`config.mk`:
```
export PLATFORM = sky130hd
export DESIGN_NAME = tpu_rsqrt_arbiter
export DESIGN_NICKNAME = d
export VERILOG_FILES = /design/src/rtl/tpu_rsqrt_pkg.sv /design/src/rtl/tpu_rsqrt_resp_fifo.sv /design/src/rtl/tpu_rsqrt_arbiter.sv
export SDC_FILE = /design/constraint.sdc
export NUM_CORES = 1
export LEC_CHECK = 0
export ABC_AREA = 0
export CAP_MARGIN = 20
export CORE_ASPECT_RATIO = 1.2
export CORE_MARGIN = 2
export CORE_UTILIZATION = 60
export DETAILED_ROUTE_END_ITERATION = 16
export HOLD_SLACK_MARGIN = 0.03
export PLACE_DENSITY = 0.91
export SETUP_SLACK_MARGIN = 0.5
export SYNTH_ARGS = -nofsm -noshare
export SYNTH_HDL_FRONTEND = slang
export SYNTH_SLANG_ARGS = --single-unit
```
`constraint.sdc`:
```
create_clock -name clk -period 11.4 [get_ports clk]
set_clock_uncertainty 0.15 [all_clocks]
set_input_delay 1.71 -clock clk [delete_from_list [all_inputs] [get_ports clk]]
set_output_delay 1.71 -clock clk [all_outputs]
set_load 0.02 [all_outputs]
```
`src/rtl/tpu_rsqrt_pkg.sv`:
```
// Shared types and latency helper for the tpu_rsqrt_unit and its requester-side logic.
package tpu_rsqrt_pkg;

    localparam int RSQRT_DEFAULT_ITERS = 2;

    // Pipe depth of the unit: fixed front/back stages plus three per Newton iteration.
    function automatic int RSQRT_LATENCY(input int iters);
        return 3 + 3 * iters;
    endfunction

    typedef struct packed {
        logic        special;
        logic [15:0] data;
    } rsqrt_rsp_t;

endpackage

```
`src/rtl/tpu_rsqrt_resp_fifo.sv`:
```
// First-word-fall-through response buffer; push and pop may coincide at any occupancy.
module tpu_rsqrt_resp_fifo
    import tpu_rsqrt_pkg::*;
#(
    parameter  int WIDTH = 17,
    parameter  int DEPTH = 4,
    localparam int AW    = (DEPTH > 1) ? $clog2(DEPTH) : 1,
    localparam int CW    = $clog2(DEPTH + 1)
) (
    input  logic             clk,
    input  logic             rst_n,
    input  logic             i_push,
    input  logic [WIDTH-1:0] i_push_data,
    input  logic             i_pop,
    output logic [WIDTH-1:0] o_pop_data,
    output logic             o_full,
    output logic             o_empty,
    output logic [CW-1:0]    o_count
);

    logic [WIDTH-1:0] r_mem [DEPTH];
    logic [AW-1:0]    r_wr_ptr;
    logic [AW-1:0]    r_rd_ptr;
    logic [CW-1:0]    r_count;
    logic             w_do_pop;
    logic             w_do_push;

    assign o_empty    = (r_count == '0);
    assign o_full     = (r_count == CW'(DEPTH));
    assign o_count    = r_count;
    assign o_pop_data = r_mem[r_rd_ptr];
    assign w_do_pop   = i_pop & ~o_empty;
    // A full FIFO still accepts a push when the head leaves in the same cycle.
    assign w_do_push  = i_push & (~o_full | w_do_pop);

    always_ff @(posedge clk or negedge rst_n) begin
        if (!rst_n) begin
            r_wr_ptr <= '0;
            r_rd_ptr <= '0;
            r_count  <= '0;
            for (int i = 0; i < DEPTH; i++) r_mem[i] <= '0;
        end else begin
            if (w_do_push) begin
                r_mem[r_wr_ptr] <= i_push_data;
                r_wr_ptr <= (r_wr_ptr == AW'(DEPTH - 1)) ? '0 : r_wr_ptr + 1'b1;
            end
            if (w_do_pop) begin
                r_rd_ptr <= (r_rd_ptr == AW'(DEPTH - 1)) ? '0 : r_rd_ptr + 1'b1;
            end
            r_count <= r_count + CW'(w_do_push) - CW'(w_do_pop);
        end
    end

endmodule

```
`src/rtl/tpu_rsqrt_arbiter.sv`:
```
// Round-robin, credit-gated sharing of one pipelined rsqrt unit; a latency-matched
// tag pipe steers each result into its requester's response FIFO.
module tpu_rsqrt_arbiter
    import tpu_rsqrt_pkg::*;
#(
    parameter int NUM_REQ        = 4,
    parameter int DATA_WIDTH     = 16,
    parameter int NUM_ITERATIONS = RSQRT_DEFAULT_ITERS,
    parameter int RESP_DEPTH     = 4
) (
    input  logic                          clk,
    input  logic                          rst_n,
    input  logic [NUM_REQ-1:0]            req_valid,
    input  logic [NUM_REQ*DATA_WIDTH-1:0] req_data,
    output logic [NUM_REQ-1:0]            req_ready,
    output logic [NUM_REQ-1:0]            rsp_valid,
    output logic [NUM_REQ*DATA_WIDTH-1:0] rsp_data,
    output logic [NUM_REQ-1:0]            rsp_special,
    input  logic [NUM_REQ-1:0]            rsp_ready,
    output logic                          rs_enable,
    output logic [DATA_WIDTH-1:0]         rs_data_in,
    output logic                          rs_data_valid,
    input  logic [DATA_WIDTH-1:0]         rs_data_out,
    input  logic                          rs_data_out_valid,
    input  logic                          rs_special,
    output logic                          err_latency,
    output logic [31:0]                   grant_count,
    output logic [31:0]                   credit_stall
);

    localparam int L   = RSQRT_LATENCY(NUM_ITERATIONS);
    localparam int IDW = (NUM_REQ > 1) ? $clog2(NUM_REQ) : 1;
    localparam int CW  = $clog2(RESP_DEPTH + 1);
    localparam int FW  = DATA_WIDTH + 1;

    logic                 r_rs_enable;
    logic [IDW-1:0]       r_rr_ptr;
    logic [CW-1:0]        r_credit [NUM_REQ];
    logic [L-1:0]         r_tag_v;
    logic [IDW-1:0]       r_tag_id [L];
    logic                 r_err;
    logic [31:0]          r_grant_count;
    logic [31:0]          r_credit_stall;

    logic [NUM_REQ-1:0]   w_elig, w_grant, w_push, w_pop, w_rel, w_full, w_empty;
    logic [IDW-1:0]       w_winner;
    logic [IDW-1:0]       w_idx;
    logic                 w_any_grant;
    logic                 w_tail_v;
    logic [IDW-1:0]       w_tail_id;
    logic                 w_ovf;
    logic [CW-1:0]        w_count [NUM_REQ];
    logic [FW-1:0]        w_fifo_out [NUM_REQ];

    always_comb begin
        w_elig = '0;
        for (int i = 0; i < NUM_REQ; i++)
            w_elig[i] = req_valid[i] & (r_credit[i] < CW'(RESP_DEPTH)) & r_rs_enable;
    end

    // Scan backwards so the eligible requester closest to rr_ptr is the last one written.
    always_comb begin
        w_grant  = '0;
        w_winner = '0;
        w_idx    = '0;
        for (int k = NUM_REQ - 1; k >= 0; k--) begin
            w_idx = IDW'((int'(r_rr_ptr) + k) % NUM_REQ);
            if (w_elig[w_idx]) begin
                w_grant        = '0;
                w_grant[w_idx] = 1'b1;
                w_winner       = w_idx;
            end
        end
    end

    assign w_any_grant   = |w_grant;
    assign req_ready     = w_grant;
    assign rs_data_valid = w_any_grant;
    assign rs_data_in    = w_any_grant ? req_data[int'(w_winner)*DATA_WIDTH +: DATA_WIDTH] : '0;
    assign rs_enable     = r_rs_enable;
    assign err_latency   = r_err;
    assign grant_count   = r_grant_count;
    assign credit_stall  = r_credit_stall;

    assign w_tail_v  = r_tag_v[L-1];
    assign w_tail_id = r_tag_id[L-1];

    always_comb begin
        w_push = '0;
        w_rel  = '0;
        w_pop  = '0;
        for (int i = 0; i < NUM_REQ; i++) begin
            w_push[i] = w_tail_v & rs_data_out_valid & (w_tail_id == IDW'(i));
            w_rel[i]  = w_tail_v & ~rs_data_out_valid & (w_tail_id == IDW'(i));
            w_pop[i]  = ~w_empty[i] & rsp_ready[i];
        end
    end

    assign w_ovf = |(w_push & w_full & ~w_pop);

    always_ff @(posedge clk or negedge rst_n) begin
        if (!rst_n) begin
            r_rs_enable    <= 1'b0;
            r_rr_ptr       <= '0;
            r_tag_v        <= '0;
            r_err          <= 1'b0;
            r_grant_count  <= '0;
            r_credit_stall <= '0;
            for (int i = 0; i < NUM_REQ; i++) r_credit[i] <= '0;
            for (int s = 0; s < L; s++) r_tag_id[s] <= '0;
        end else begin
            r_rs_enable <= 1'b1;
            if (w_any_grant)
                r_rr_ptr <= (int'(w_winner) == NUM_REQ - 1) ? '0 : w_winner + 1'b1;
            r_tag_v     <= {r_tag_v[L-2:0], w_any_grant};
            r_tag_id[0] <= w_winner;
            for (int s = 1; s < L; s++) r_tag_id[s] <= r_tag_id[s-1];
            // A pop and a tag release for the same requester can coincide.
            for (int i = 0; i < NUM_REQ; i++)
                r_credit[i] <= r_credit[i] + CW'(w_grant[i]) - CW'(w_pop[i]) - CW'(w_rel[i]);
            r_err <= r_err | (w_tail_v ^ rs_data_out_valid) | w_ovf;
            if (w_any_grant)
                r_grant_count <= r_grant_count + 32'd1;
            if ((|req_valid) & r_rs_enable & ~w_any_grant)
                r_credit_stall <= r_credit_stall + 32'd1;
        end
    end

    for (genvar g = 0; g < NUM_REQ; g++) begin : g_rsp
        tpu_rsqrt_resp_fifo #(
            .WIDTH (FW),
            .DEPTH (RESP_DEPTH)
        ) u_fifo (
            .clk         (clk),
            .rst_n       (rst_n),
            .i_push      (w_push[g]),
            .i_push_data ({rs_special, rs_data_out}),
            .i_pop       (w_pop[g]),
            .o_pop_data  (w_fifo_out[g]),
            .o_full      (w_full[g]),
            .o_empty     (w_empty[g]),
            .o_count     (w_count[g])
        );

        assign rsp_valid[g]                             = ~w_empty[g];
        assign rsp_data[g*DATA_WIDTH +: DATA_WIDTH]     = w_fifo_out[g][DATA_WIDTH-1:0];
        assign rsp_special[g]                           = w_fifo_out[g][DATA_WIDTH];

        // Buffered entries are always a subset of the outstanding credits.
        a_count_le_credit : assert property (@(posedge clk) disable iff (!rst_n)
            w_count[g] <= r_credit[g]);
    end

endmodule

```
==> reports/results.ini <==
[finish]
diodes = 0
layout_commonest_cell = dfrtp_1
drive_gt1_share_pct = 28.31
layout_common_cells = dfrtp_1, mux2_2, clkdlybuf4s50_1, mux4_2, nand2_1
finalInstanceArea_mm2 = 0.02311
nets = 1731
fin_cells = 2008
fillers = 1872
area_growth_pct = 21.93

[worst_setup_path]
crit_required_ns = 9.54
critical_path.max_fanout = 46
critical_path_class = in -> out
reg2reg_depth = 11
r2r_end = credit_stall[1]
reg2reg_slack_ns = 6.71
critPathArrivalTime_ns = 5.61
start_kind = input port
endpoint_kind = primary output
r2r_start = r_rr_ptr[0]

[timing]
finalCriticalPeriod_ns = 7.468
hold_viol = 0
setup_ws_ns = 3.932
final_max_slew_viol_count = 0
fmax_mhz = 133.9
slew_headroom_pct = 23.24
post-route-period-util_pct = 65.51
setup_viol = 0
rsz0062_at_grt = false
finalSetupTns_ns = 0
worst_pin_slew_ns = 1.151

[floorplan]
dieArea_mm2 = 0.03303
rows = 71
ios = 251
dieHeight_um = 198.7
die_w_um = 166.3
core-area_mm2 = 0.03127
start_util_pct = 60.62

[synth]
synth_nets = 1499
yosysUniqueCellTypes = 62
synth_edf_count = 0
avgSynthCellArea_um2 = 14.08
synth_top_area_cell = dfrtp_1
synth.area.top_cells = dfrtp_1, mux2_2, mux4_2
synth_ff_type = dfrtp_1
yosys.area.top_type_share_pct = 53.73
yosys_warnings = 0
async_flop_share_pct = 100.0
netlist_instances = 1346
ys_seq_area_share_pct = 53.73
syn_area_mm2 = 0.01895
ys_ff_latch = 407

[placed_design]
dp.final_hpwl_mm = 29.32
dpl_cell_area_mm2 = 0.02177
io_buffers = 250
gp_congestion = 0.8656
post-place-ws_ns = 3.979
placed_cells = 1935

[run]
drv_cap = 0

[clock_tree]
cts_setup_buffers = 0
cts_tree = yes
clock_path_buffers = 3
cts_root_buffer = clkbuf_16
clock_latency_ns = 0.53
numClockSinks = 407
post_cts_resize_count = 0
cts_made_buffers = 40
clk_pin_slew_ns = 0.06
hold_buffers = 0
htreeDepth = 2

[drt]
drt_iter0_markers = 706
vias_per_cell = 6.041
wl_per_cell_um = 21.42
ant_nets = 0
dr.pass1.iters = 5
vias = 12130
drc = 0
routed_wl_mm = 43.01

[power_and_ir_drop]
p_int_mw = 4.334
p_seq_share_pct = 35.6
p_sw_share_pct = 36.22
p_per_area_mw_per_mm2 = 294.1
p_sw_mw = 2.462
combinationalPowerShare_pct = 45.4
peakVddDrop_mv = 0.2285
power_leakage_nw = 10.51
pwr-share-clk_pct = 19.1

[worst_hold_path]
holdCritStartpoint = r_tag_v[0]
whs_path_depth = 0
hold_path_end = r_tag_v[1]
hp-class = reg -> reg

[global_route]
grt_start_max_net_pins = 195
grt_first_pass_wirelength_mm = 69.42
overflow = 0
track_usage_pct = 26.37
grt_pass1_vias = 13050
antenna_found_initial = 0

[status]
status = complete, no violations

-- power groups by stage --
stage               Combinational (mW)  Clock, mW  Sequential, mW
floorplan                         2.08          0            2.26
global placement                  2.95          0            2.37
detailed placement                3.07          0            2.43
CTS                               3.10       1.31            2.41
global route                      3.31       1.37            2.49
finish                            3.08       1.30            2.42
-- cells by family after synthesis --
kind of cell / Yosys count / synth area share, %
AOI/OAI and AO/OA: 64 / 2.396
other: 1 / 0.01978
buffers and inverters: 123 / 2.548
and+or+nand+nor: 232 / 6.773
DFF: 407 / 53.73
muxes: 380 / 26.58
adders and majority gates: 61 / 4.344
xor gates and xnor gates: 78 / 3.604
-- sequential cells by signal (all words and copies together), names as in the netlist, 2 cells and up --
name	cells
r_rr_ptr	2
w_tail_id	2
g_rsp.u_fifo.r_rd_ptr	8
g_rsp.u_fifo.r_wr_ptr	8
g_rsp.u_fifo.o_count	12
credit_stall	32
r_tag_id	16
r_credit	12
r_tag_v	9
grant_count	32
g_rsp.u_fifo.r_mem	272
-- cells in the mapped netlist, types with 7 or more instances --
cell,count
nor3_1,20
xor2_1,29
nand2_1,54
o21ai_0,14
clkbuf_1,60
mux2_2,293
nor2_1,36
xnor2_1,49
and3_1,16
inv_1,49
ha_1,53
nand4_1,21
mux4_2,69
nand3_1,33
fa_1,8
mux2i_1,17
a211oi_1,17
dfrtp_1,407
and2_1,7
-- metrics by stage --
stage               hold slack (ns)  util, %  power [mW]
finish                       0.1969    73.91       6.796
global route                 0.2011    73.91       7.171
CTS                          0.1993    73.75       6.831
detailed placement           0.1858    69.63       5.495
global placement             0.1839    69.63       5.326
floorplan                    0.1812        -       4.344
-- worst max-delay path by stage --
stage	startpoint	end
2_1_floorplan	req_valid[3]	rs_data_in[0]
4_1_cts	req_valid[2]	rs_data_valid
3_3_place_gp	req_valid[2]	rs_data_valid
3_5_place_dp	req_valid[2]	rs_data_valid
6_report	req_valid[2]	rs_data_valid
5_1_grt	req_valid[2]	rs_data_valid
-- metal layers --
layer / part of all wire (%) / wire [um] / global-route usage [%] / vias to the layer above
li1: - / - / - / 5334
met1: 39 / 16570 / 31.50 / 6343
met2: 53 / 22930 / 48.26 / 376
met3: 5.8 / 2491 / 5.611 / 78
met4: 2.4 / 1018 / 7.918 / 0
met5: 0 / 0 / 0 / -
-- final cells by class --
type,instances,area (um2),area share [%]
flip-flops and latches,407,10180,44.07
multi-input cells,816,8304,35.93
repair buffers,263,2645,11.44
clock buffers,60,1186,5.132
well taps,401,501.7,2.171
inverters,50,187.7,0.8121
clock inverters,11,101.3,0.4385
-- worst max-delay path, stage by stage --
cell and delay, ns:
clkdlybuf4s50_1 0.46, and4bb_1 0.24, o21ai_1 0.25, and2_1 0.28
nor3_1 0.10, o32a_1 0.37, or4_4 0.50, nor2b_4 0.11
buf_4 0.42, inv_2 0.47, clkdlybuf4s50_1 0.67
No activity file was read; power rests on OpenSTA's default activity.
